[src/rtl/mem_arbiter_pkg.sv]
// Shared types and constants for the main-memory arbiter: FSM states, owner
// encodings, line/word sizes and the starvation-counter width helper.
package mem_arbiter_pkg;

  localparam int unsigned WORD_SIZE = 32;
  localparam int unsigned LINE_SIZE = 128;

  typedef enum logic [1:0] {
    ARB_IDLE  = 2'd0,
    ARB_ISSUE = 2'd1,
    ARB_WAIT  = 2'd2,
    ARB_RESP  = 2'd3
  } arb_state_e;

  typedef enum logic {
    ARB_OWN_I = 1'b0,
    ARB_OWN_D = 1'b1
  } arb_owner_e;

  // Width of a counter that must hold values 0..limit (limit clamped to >= 1).
  function automatic int unsigned cnt_width(input int unsigned limit);
    return (limit < 1) ? 1 : $clog2(limit + 1);
  endfunction

endpackage

[src/rtl/mem_arb_pick.sv]
// Combinational grant select: dcache has fixed priority unless icache has been
// passed over STARVE_LIMIT times in a row. Also produces the next starve count.
module mem_arb_pick
  import mem_arbiter_pkg::*;
#(
  parameter int unsigned STARVE_LIMIT = 4,
  parameter int unsigned CNT_W        = cnt_width(STARVE_LIMIT)
) (
  input  logic             i_req,
  input  logic             d_req,
  input  logic [CNT_W-1:0] starve_cnt,
  output logic             grant,
  output arb_owner_e       owner,
  output logic [CNT_W-1:0] starve_nxt
);

  logic starved;

  assign starved = i_req && (starve_cnt >= CNT_W'(STARVE_LIMIT));

  // NOTE: every output gets a default before any branch so no path leaves a
  // value unassigned, which would otherwise infer a latch.
  always_comb begin
    grant      = 1'b0;
    owner      = ARB_OWN_I;
    starve_nxt = '0;
    if (d_req && !starved) begin
      grant = 1'b1;
      owner = ARB_OWN_D;
      if (i_req) begin
        starve_nxt = (starve_cnt < CNT_W'(STARVE_LIMIT)) ? starve_cnt + 1'b1 : starve_cnt;
      end
    end else if (i_req) begin
      grant = 1'b1;
      owner = ARB_OWN_I;
    end
  end

endmodule

[src/rtl/mem_arbiter.sv]
// Shares one main-memory port between icache refills and dcache refills /
// write-backs, one line transaction at a time (IDLE -> ISSUE -> WAIT -> RESP).
module mem_arbiter
  import mem_arbiter_pkg::*;
#(
  parameter int unsigned ADDR_W       = WORD_SIZE,
  parameter int unsigned LINE_W       = LINE_SIZE,
  parameter int unsigned STARVE_LIMIT = 4
) (
  input  logic              clk,
  input  logic              rst,
  input  logic              i_req,
  input  logic [ADDR_W-1:0] i_addr,
  output logic              i_ack,
  output logic [LINE_W-1:0] i_rdata,
  input  logic              d_req,
  input  logic              d_we,
  input  logic [ADDR_W-1:0] d_addr,
  input  logic [LINE_W-1:0] d_wdata,
  output logic              d_ack,
  output logic [LINE_W-1:0] d_rdata,
  output logic              mem_req,
  output logic              mem_we,
  output logic [ADDR_W-1:0] mem_addr,
  output logic [LINE_W-1:0] mem_wdata,
  input  logic [LINE_W-1:0] mem_rdata,
  input  logic              mem_ready,
  output logic              busy
);

  localparam int unsigned CNT_W = cnt_width(STARVE_LIMIT);

  arb_state_e        state_q, state_d;
  arb_owner_e        owner_q;
  logic [ADDR_W-1:0] addr_q;
  logic              we_q;
  logic [LINE_W-1:0] wdata_q;
  logic [LINE_W-1:0] line_q;
  logic [CNT_W-1:0]  starve_q;

  logic              grant;
  arb_owner_e        pick_owner;
  logic [CNT_W-1:0]  starve_nxt;
  logic              arb_now;
  logic              mem_done;

  mem_arb_pick #(
    .STARVE_LIMIT (STARVE_LIMIT),
    .CNT_W        (CNT_W)
  ) u_pick (
    .i_req      (i_req),
    .d_req      (d_req),
    .starve_cnt (starve_q),
    .grant      (grant),
    .owner      (pick_owner),
    .starve_nxt (starve_nxt)
  );

  assign arb_now  = (state_q == ARB_IDLE);
  assign mem_done = ((state_q == ARB_ISSUE) || (state_q == ARB_WAIT)) && mem_ready;

  // NOTE: sequential state uses non-blocking assignments so every register
  // samples the pre-edge values, independent of statement order.
  always_ff @(posedge clk) begin
    if (rst) begin
      state_q  <= ARB_IDLE;
      starve_q <= '0;
      // NOTE: the latched transaction and line registers are reset too, so the
      // memory-side address/data outputs read as zero straight out of reset.
      owner_q  <= ARB_OWN_I;
      addr_q   <= '0;
      we_q     <= 1'b0;
      wdata_q  <= '0;
      line_q   <= '0;
    end else begin
      state_q <= state_d;
      if (arb_now) begin
        starve_q <= starve_nxt;
      end
      if (arb_now && grant) begin
        owner_q <= pick_owner;
        if (pick_owner == ARB_OWN_D) begin
          addr_q  <= d_addr;
          we_q    <= d_we;
          wdata_q <= d_wdata;
        end else begin
          addr_q  <= i_addr;
          we_q    <= 1'b0;
          wdata_q <= '0;
        end
      end
      if (mem_done) begin
        line_q <= mem_rdata;
      end
    end
  end

  always_comb begin
    state_d   = state_q;
    mem_req   = 1'b0;
    mem_we    = 1'b0;
    mem_addr  = addr_q;
    mem_wdata = wdata_q;
    i_ack     = 1'b0;
    d_ack     = 1'b0;
    i_rdata   = '0;
    d_rdata   = '0;
    busy      = 1'b1;
    unique case (state_q)
      ARB_IDLE: begin
        busy = 1'b0;
        if (grant) state_d = ARB_ISSUE;
      end
      ARB_ISSUE, ARB_WAIT: begin
        mem_req = 1'b1;
        mem_we  = we_q;
        state_d = mem_ready ? ARB_RESP : ARB_WAIT;
      end
      ARB_RESP: begin
        state_d = ARB_IDLE;
        if (owner_q == ARB_OWN_D) begin
          d_ack = 1'b1;
          // Write-backs return no data; keep the bus quiet rather than echo memory.
          if (!we_q) d_rdata = line_q;
        end else begin
          i_ack   = 1'b1;
          i_rdata = line_q;
        end
      end
      default: state_d = ARB_IDLE;
    endcase
  end

endmodule

[config.mk]
export PLATFORM = sky130hd
export DESIGN_NAME = mem_arbiter
export DESIGN_NICKNAME = d
export VERILOG_FILES = /design/src/rtl/mem_arbiter_pkg.sv /design/src/rtl/mem_arb_pick.sv /design/src/rtl/mem_arbiter.sv
export SDC_FILE = /design/constraint.sdc
export NUM_CORES = 1
export LEC_CHECK = 0
export CORE_AREA = 5 5 288 290
export DETAILED_ROUTE_END_ITERATION = 10
export DIE_AREA = 0 0 293 295
export SYNTH_ARGS = -nofsm -noshare
export SYNTH_HDL_FRONTEND = slang
export SYNTH_SLANG_ARGS = --single-unit
export TNS_END_PERCENT = 20
[constraint.sdc]
create_clock -name clk -period 4.53 [get_ports clk]
set_input_delay 0.6795 -clock clk [delete_from_list [all_inputs] [get_ports clk]]
set_output_delay 0.6795 -clock clk [all_outputs]
set_load 0.005 [all_outputs]
==> impl_results.md, run 1 <==
* Sequential-to-total area share from yosys stat at 50.7%
* DRC violations left at 0
* Pleak at 7.76 nW
* Max Slew Vio Count at 0
* Biggest area consumer among synthesized cells: dfxtp_1
* Power, Total at 9.54 mW
* TNS Setup at 0 ps
* Gr usage total at 12.0%
* IO buf count at 746
* Vias at 11.9k
* Synth Cell Area at 0.0116 sq mm
* Pin count of the biggest net entering global routing at 149
* Pwr Density at 446 mW/mm^2
* Critical path arrival at 2690 ps
* Vias in the first global route at 11.8k
* Synth top area share at 50.7%
* Die width at 293 um
* Endpoint class of the critical path: output port
* Drt initial violations at 421
* Crit-path max FO at 123
* Post-DP HPWL at 42,200 um
* Post-DR wirelength/cell at 17.8 um
* Share of post-route cells with drive strength above 1 at 4.18%
* Drt pass-1 iters at 4
* Number of CTS-inserted buffers at 37
* Synth warnings at 0
* Initial antenna violation count at 14
* Yosys cell types at 28
* Area Overhead vs Synth at 83.7%
* Synth top area cells: dfxtp_1 51%, and2_1 14%, nand2_1 10%
* Flops & latches, synth at 295
* Max clock buf depth at 3
* Die outline area at 0.0864 sq mm
* Final period util at 74.4%
* Routed wire length at 55,700 um
* Crit path kind: reg -> out
* Clock Skew at 17.6 ps
* Clk_lat worst skew at 540 ps
* Min Hold Slack at 456 ps
* Worst vdd ir at 0.275 mV
* Core area at 0.0800 sq mm
* F_max at 297 MHz
* # Post-CTS Setup Buffers at 0
* Top-level I/O count at 747
* Row count at 104
* Syn_nets at 1,676
* Clock Pin Slew Worst Setup and Hold Paths at 60 ps
* Unrepaired setup endpoints after global routing: no
* # fillers at 8,691
* Post-Layout Inst Area at 0.0214 sq mm
* Syn Inst Count at 1,347
* Rel. slew slack at 28.1%
* R2R setup slack at 2120 ps
* Die Height at 295 um
* Final setup viols at 0
* Most common cell after layout, fill and taps aside: clkdlybuf4s50_1
* CTS tree: yes
* Status: finished, final reports clean
* Vias per cell at 3.80
* CTS sink cnt at 295
* Post-cts resize count at 0
* Grt total ovfl at 0
* Fin nets at 2,362
* Root buffer cell: clkbuf_16
* Starting density of the core at 14.5%
* Clock period minus worst slack at 3370 ps
* MaxCap Viol Count at 0
* CTS Hold Bufs at 0
* Final Hold Fails at 0
* Tightest Hold Check Type: reg -> reg
* First-pass GRT wire length at 79,800 um
* Final Util at 26.7%
* Syn_area_per_cell at 8.64 sq um
* Placer Congestion at 0.796
* Worst EP required at 3850 ps
* Antenna viol nets, final at 0
* DP Area at 0.0202 sq mm
* H-tree lvl count at 2
* CP startpoint kind: flop
* Most frequent cells in the layout: 745 x clkdlybuf4s50_1, 323 x nand2_1, 295 x dfxtp_1, 258 x and2_1, 130 x a21oi_1
* Worst-Margin Slew at 1080 ps
==> critical path, stage by stage, from the launching register on <==
cell	delay [ps]
dfxtp_1	350
ha_1	200
and2_1	160
nor2b_4	180
buf_12	290
and2_1	260
clkdlybuf4s50_1	530
==> layout make-up <==
type                       instances  area [sq um]  share of cell area, %
antenna                            3          7.51                 0.0351
clock buffer                      51          1040                   4.86
clock inverter                    13           125                  0.585
inverter                           3          11.3                 0.0527
multi-input combinational        930          5240                   24.5
sequential                       295          5910                   27.6
tap                             1060          1330                   6.21
timing repair buffer             766          7720                   36.1
==> per-layer routing <==
layer / track usage, % / part of all wire [%] / vias up
met5: 0 / 0.11 / -
met3: 4.27 / 9.1 / 79
met4: 3.52 / 2.8 / 10
met2: 20.3 / 47 / 517
met1: 14.4 / 40 / 5390
li1: - / - / 5871
==> synthesized netlist by cell type, drive strengths merged <==
cell	n
mux2	1
and2	259
a21bo	1
nand4	2
a21boi	1
nor3	2
buf	38
dfxtp	295
ha	3
nor3b	1
nand2	324
inv	3
o21a	1
a22o	129
mux2i	1
a311oi	32
a211oi	1
a22oi	1
nand4b	1
nor2	37
nor2b	3
clkbuf	81
a21oi	130
==> power breakdown <==
group          total [mW]  switching [mW]  internal, mW  leakage (nW)
sequential           3.65           0.441          3.21          2.41
clock                2.90            1.18          1.71         0.577
combinational        2.98            1.51          1.47          4.77
==> per-stage QoR <==
stage | setup slack [ps] | std cells
floorplan | 2430 | 1347
finish | 1160 | 3121
global route | 971 | 3119
detailed placement | 1570 | 3054
CTS | 1100 | 3118
global placement | 1610 | 3054
==> registers in the layout (all words and copies together), names as in the netlist <==
name and cells:
line_q 128, mem_addr 32, we_q 1, starve_q 3, owner_q 1, state_q 2
mem_wdata 128
==> final timing paths <==
path	to	start	depth (start not counted)
worst max-delay path	d_rdata[73]	state_q[1]$_SDFFE_PP0P_	6
worst min-delay path	starve_q[1]$_SDFFE_PP0P_	starve_q[1]$_SDFFE_PP0P_	2
worst max register to register	mem_wdata[97]$_SDFFE_PP0P_	state_q[0]$_SDFFE_PP0P_	6
worst min register to register	starve_q[1]$_SDFFE_PP0P_	starve_q[1]$_SDFFE_PP0P_	2
==> kinds of logic after synthesis <==
family / count (synthesis) / synth area share [%]
buffers and inverters: 122 / 4.50
DFF: 295 / 50.7
muxes: 2 / 0.183
AOI/OAI and AO/OA: 296 / 18.1
adders and majority gates: 3 / 0.323
and+or+nand+nor: 629 / 26.2
(Power assumes the default switching activity.)
==> inputs of run 2 (changes only) <==
--- a/config.mk
+++ b/config.mk
@@ -5,9 +5,9 @@
 export SDC_FILE = /design/constraint.sdc
 export NUM_CORES = 1
 export LEC_CHECK = 0
-export CORE_AREA = 5 5 288 290
+export CORE_AREA = 5 5 291 293
 export DETAILED_ROUTE_END_ITERATION = 10
-export DIE_AREA = 0 0 293 295
+export DIE_AREA = 0 0 296 298
 export SYNTH_ARGS = -nofsm -noshare
 export SYNTH_HDL_FRONTEND = slang
 export SYNTH_SLANG_ARGS = --single-unit
==> constraint.sdc (replaced) <==
create_clock -name clk -period 2.88 [get_ports clk]
set_input_delay 0.432 -clock clk [delete_from_list [all_inputs] [get_ports clk]]
set_output_delay 0.432 -clock clk [all_outputs]
set_load 0.005 [all_outputs]
==> run 2 against run 1 <==
Compared with the run above: non-clock buffer count up 36; clock power grew 68%; combinational power increased by 70%; cell count up 1.6%; via count rose by 1.5%; worst hold slack worse by 190 ps; sequential power rose by 59%; critical path type unchanged; critical endpoint is now d_rdata[86].
==> impl_results.md, run 2 (synthesized netlist as in run 1, its figures left out) <==
* CP dominant cell by count: buf_12
* Area Overhead vs Synth at 89.5%
* Vias per cell at 3.80 (-0.17%)
* Gr usage total at 13.1% (+1.1 points)
* Share of post-route cells with drive strength above 1 at 6.74% (+2.6 points)
* H-tree lvl count at 2 (unchanged)
* Drt initial violations at 529 (+26%)
* Final setup viols at 0 (unchanged)
* Placed Instances at 3,083 (+0.95%)
* Crit path kind: reg -> out
* Post-DR wirelength/cell at 19.6 um (+10%)
* Clock period minus worst slack at 2860 ps
* F_max at 350 MHz
* Max clock buf depth at 3 (unchanged)
* Pwr Density at 713 mW/mm^2 (+60%)
* Antenna viol nets, final at 0 (unchanged)
* TNS Setup at 0 ps (unchanged)
* CTS sink cnt at 295 (unchanged)
* Core area at 0.0816 sq mm (+1.9%)
* Unrepaired setup endpoints after global routing: yes
* Number of CTS-inserted buffers at 37 (unchanged)
* Pleak at 9.21 nW (+19%)
* Die outline area at 0.0882 sq mm (+2.1%)
* Starting density of the core at 14.3% (-0.28 points)
* Root buffer cell: clkbuf_16
* CTS Hold Bufs at 0 (unchanged)
* Final Hold Fails at 0 (unchanged)
* Cell Count, Final, Fillers Out at 3,172 (+1.6%)
* Top-level I/O count at 747 (unchanged)
* Worst vdd ir at 0.489 mV (+78%)
* Rel. slew slack at 56.1% (+28 points)
* Post-Layout Inst Area at 0.0220 sq mm (+3.2%)
* Pin count of the biggest net entering global routing at 99 (-34%)
* CP Buf/Inv Count at 5 (+3)
* MaxCap Viol Count at 0 (unchanged)
* Die width at 296 um (+1.0%)
* Most common cell after layout, fill and taps aside: clkdlybuf4s50_1
* Setup WS pre-CTS at 404 ps (-1160 ps)
* Min Hold Slack at 264 ps (-192 ps)
* Initial antenna violation count at 31 (+17)
* Die Height at 298 um (+1.0%)
* Vias at 12.0k (+1.5%)
* Worst EP required at 2450 ps (-1400 ps)
* IO buf count at 746 (unchanged)
* Worst-Margin Slew at 659 ps (-420 ps)
* Row count at 105 (+0.96%)
* Drt pass-1 iters at 4 (unchanged)
* Tightest Hold Check Type: in -> reg
* CTS tree: yes
* Critical path arrival at 2420 ps (-270 ps)
* Post-DP HPWL at 48,300 um (+14%)
* Endpoint class of the critical path: output port
* Fin nets at 2,398 (+1.5%)
* Final period util at 99.2%
* Placer Congestion at 0.822 (+3.3%)
* Final setup margin at 23.8 ps (-1130 ps)
* DP Area at 0.0204 sq mm (+1.1%)
* Most frequent cells in the layout: 618 x clkdlybuf4s50_1, 323 x nand2_1, 293 x dfxtp_1, 255 x and2_1, 130 x a21oi_1
* Routed wire length at 62,300 um (+12%)
* Max Slew Vio Count at 0 (unchanged)
* CP delay by family, top: buffers and inverters
* Power, Total at 15.7 mW (+65%)
* Clock Skew at 17.3 ps (-0.371 ps)
* Grt total ovfl at 0 (unchanged)
* Clock Pin Slew Worst Setup and Hold Paths at 60 ps (about the same)
* First-pass GRT wire length at 86,000 um (+7.8%)
* Clk_lat worst skew at 550 ps (about the same)
* Max stage delay on crit path at 340 ps (-190 ps)
* DRC violations left at 0 (unchanged)
* CP startpoint kind: flop
* Sequence of cells on the critical path: ha_4, and2_4, nor2b_4, buf_12, buf_6, buf_12, bufbuf_16, and2_1, dlygate4sd2_1
* Crit path max-delay cell type: dfxtp_2
* Vias in the first global route at 11.8k (+0.27%)
* Final Util at 27.0% (+0.32 points)
* Status: finished, final reports clean
* Crit-path max FO at 12 (-90%)
## run 2: cell types whose count changed in the layout (fill, tap and decap cells not counted), moves of 5 or more
cell             before  now
clkdlybuf4s50_1     745  618
dlygate4sd2_1         0   61
dlymetal6s2s_1        0   44
buf_4                12   26
clkdlybuf4s15_1       0   12
clkbuf_2              0   10
buf_12                8   17
diode_2               3    9
buf_6                 1    6
## run 2: power by group
group          internal [mW]  leakage (nW)  total [mW]  switching, mW
Combinational           2.55          6.19        5.07           2.53
Sequential              5.06          2.41        5.79          0.730
Clock                   2.94         0.614        4.87           1.93
## run 2: worst reg2reg max path, delay by kind of cell, from the launching register on
kind                       cells  cell delay, ps
buffers and inverters          3             460
DFF                            1             350
AOI/OAI and AO/OA              1             140
and+or+nand+nor                2             620
adders and majority gates      1             470
## run 2: layout make-up
type                       instances  area, sq um
clock buffer                      46         1010
sequential                       295         5910
tap                             1070         1340
multi-input combinational        930         5260
timing repair buffer             802         8260
fill                            8746        59500
inverter                           3         11.3
antenna                            9         22.5
clock inverter                    17          238
## run 2: repair_timing
| item | 4_1_cts | 5_1_grt |
|---|---|---|
| gates cloned | 4 | 1 |
| endpoints found under the setup margin | 163 | 120 |
| pin swaps | 0 | 1 |
| setup buffers | 9 | 3 |
| gates resized for setup | 98 | 82 |
## run 2: final timing paths
kind | from | to | slack [ps] | cells after the start
setup / recovery | state_q[0]$_SDFFE_PP0P_ | d_rdata[86] | 20 | 9
hold / removal | rst | state_q[1]$_SDFFE_PP0P_ | 260 | 2
setup reg to reg | state_q[1]$_SDFFE_PP0P_ | line_q[74]$_SDFFE_PP0P_ | 770 | 7
hold reg to reg | starve_q[1]$_SDFFE_PP0P_ | starve_q[1]$_SDFFE_PP0P_ | 460 | 2
## run 2: routing by layer
layer | wire, um | global-route usage, %
met1 | 23000 | 14.1
met2 | 30100 | 22.8
met3 | 7200 | 6.24
met4 | 1810 | 4.02
met5 | 179 | 0
==> inputs of run 3 (changes only) <==
--- a/config.mk
+++ b/config.mk
@@ -6,6 +6,7 @@
 export NUM_CORES = 1
 export LEC_CHECK = 0
 export CORE_AREA = 5 5 291 293
+export CTS_CLUSTER_SIZE = 20
 export DETAILED_ROUTE_END_ITERATION = 10
 export DIE_AREA = 0 0 296 298
 export SYNTH_ARGS = -nofsm -noshare
==> run 3 against run 2 <==
Compared with the run above: combinational power hardly changed; sequential cell count stayed put; largest power group unchanged; critical path type unchanged; critical path depth stayed put; total power is 0.50% lower; sequential share of layout area hardly changed; register-to-register slack hardly changed; fmax hardly changed; via count hardly changed; setup slack better by 0.70 ps; worst hold slack worse by 1.7 ps; non-clock buffer count stayed put; critical endpoint unchanged; core utilization hardly changed.
==> impl_results.md, run 3 (synthesized netlist as in run 1, its figures left out) <==
* Initial antenna violation count at 31 (unchanged)
* Depth of the worst hold-timing path at 2 (unchanged)
* Clock Skew at 17.3 ps (+0.0578 ps)
* Post-Layout Inst Area at 0.0220 sq mm (-0.10%)
* Max clock buf depth at 3 (unchanged)
* Worst EP required at 2450 ps (about the same)
* Final setup margin at 24.5 ps (+0.695 ps)
* Rel. slew slack at 55.8% (-0.24 points)
* Die Height at 298 um (unchanged)
* Pwr Density at 711 mW/mm^2 (-0.40%)
* Core area at 0.0816 sq mm (unchanged)
* Share of post-route cells with drive strength above 1 at 6.69% (-0.048 points)
* Clk_lat worst skew at 550 ps (about the same)
* MaxCap Viol Count at 0 (unchanged)
* Top-level I/O count at 747 (unchanged)
* Placed Instances at 3,083 (unchanged)
* Row count at 105 (unchanged)
* Die width at 296 um (unchanged)
* Starting density of the core at 14.3% (unchanged)
* Vias at 12.1k (+0.10%)
* Most common cell after layout, fill and taps aside: clkdlybuf4s50_1
* CP startpoint kind: flop
* Drt initial violations at 522 (-1.3%)
* Root buffer cell: clkbuf_16
* Worst-Margin Slew at 663 ps (+3.62 ps)
* Cell Count, Final, Fillers Out at 3,172 (unchanged)
* Post-DR wirelength/cell at 19.6 um (about the same)
* DP Area at 0.0204 sq mm (unchanged)
* Setup WS pre-CTS at 404 ps (unchanged)
* Vias per cell at 3.80 (about the same)
* Clock period minus worst slack at 2860 ps (-0.695 ps)
* Vias in the first global route at 11.8k (+0.034%)
* Die outline area at 0.0882 sq mm (unchanged)
* Critical Path Stages at 9 (unchanged)
* Area Overhead vs Synth at 89.3%
* Sequence of cells on the critical path: ha_4, and2_4, nor2b_4, buf_12, buf_6, buf_12, bufbuf_16, and2_1, dlygate4sd2_1
* H-tree lvl count at 2 (unchanged)
* DRC violations left at 0 (unchanged)
* Antenna viol nets, final at 0 (unchanged)
* Fin nets at 2,398 (unchanged)
* TNS Setup at 0 ps (unchanged)
* # fillers at 8,748 (+0.023%)
* Crit path max-delay cell type: dfxtp_2
* CP delay by family, top: buffers and inverters
* Most frequent cells in the layout: 618 x clkdlybuf4s50_1, 323 x nand2_1, 293 x dfxtp_1, 255 x and2_1, 130 x a21oi_1
* Pin count of the biggest net entering global routing at 99 (unchanged)
* Drt pass-1 iters at 4 (unchanged)
* CTS tree: yes
* Pleak at 9.20 nW (-0.14%)
* Max stage delay on crit path at 340 ps (about the same)
* Final Hold Fails at 0 (unchanged)
* Crit path kind: reg -> out
* CP dominant cell by count: buf_12
* Critical path arrival at 2420 ps (about the same)
* Gr usage total at 13.1% (about the same)
* Tightest Hold Check Type: in -> reg
* Endpoint class of the critical path: output port
* First-pass GRT wire length at 85,900 um (about the same)
* Clock Pin Slew Worst Setup and Hold Paths at 60 ps (about the same)
* Final period util at 99.1% (about the same)
* CTS sink cnt at 295 (unchanged)
* Grt total ovfl at 0 (unchanged)
* Crit-path max FO at 12 (unchanged)
* Status: finished, final reports clean
* Worst vdd ir at 0.411 mV (-16%)
* Unrepaired setup endpoints after global routing: yes
* Number of CTS-inserted buffers at 37 (unchanged)
* IO buf count at 746 (unchanged)
* Routed wire length at 62,300 um (about the same)
* Max Slew Vio Count at 0 (unchanged)
* Post-DP HPWL at 48,300 um (unchanged)
* FF-to-FF path depth at 7 (unchanged)
* Final setup viols at 0 (unchanged)
* Placer Congestion at 0.822 (unchanged)
* F_max at 350 MHz (about the same)
* CP Buf/Inv Count at 5 (unchanged)
==> run 3: changes by cell type in the layout (fill, tap and decap cells not counted) <==
| cell | before | now |
|---|---|---|
| clkbuf_1 | 4 | 5 |
| clkinv_2 | 7 | 6 |
| clkinv_4 | 0 | 1 |
| bufinv_16 | 5 | 4 |
==> run 3: final timing paths <==
path / startpoint / endpoint / slack, ps
max: state_q[0]$_SDFFE_PP0P_ / d_rdata[86] / 20
min: rst / state_q[1]$_SDFFE_PP0P_ / 260
max reg2reg: state_q[1]$_SDFFE_PP0P_ / line_q[37]$_SDFFE_PP0P_ / 770
min reg2reg: starve_q[1]$_SDFFE_PP0P_ / starve_q[1]$_SDFFE_PP0P_ / 460
==> run 3: power breakdown <==
group / internal, mW / total (mW) / switching, mW / leakage (nW)
Sequential: 5.06 / 5.79 / 0.730 / 2.41
Combinational: 2.55 / 5.07 / 2.53 / 6.19
Clock: 2.86 / 4.79 / 1.93 / 0.601
Total: 10.5 / 15.7 / 5.19 / 9.20
==> run 3: layout make-up <==
cell class                 instances  area (sq um)  area share, %
clock inverter                    16           211          0.960
clock buffer                      47          1010           4.60
sequential                       295          5910           26.8
antenna                            9          22.5          0.102
timing repair buffer             802          8260           37.5
inverter                           3          11.3         0.0511
multi-input combinational        930          5260           23.9
tap                             1070          1340           6.08
==> run 3: routing by layer <==
metal	routed length [um]	up-vias	GRT usage, %
met4	1810	24	4.03
li1	-	5960	-
met1	23000	5437	14.1
met3	7310	98	6.21
met5	168	-	0
met2	30000	534	22.8
==> run 3: repair_timing <==
action                                  4_1_cts  5_1_grt
endpoints found under the hold margin         0        0
pin swaps                                     0        1
hold buffers                                  0        0
cloned                                        4        1
resized for setup                            98       82
buffers inserted                              9        3
endpoints found under the setup margin      163      120
==> run 3: metrics by stage <==
step                power, mW  util, %  hold slack (ps)
floorplan                7.83        -              436
global placement         10.9     25.0              445
detailed placement       11.0     25.0              451
CTS                      16.0     26.8              205
global route             16.6     27.0              242
finish                   15.7     27.0              263
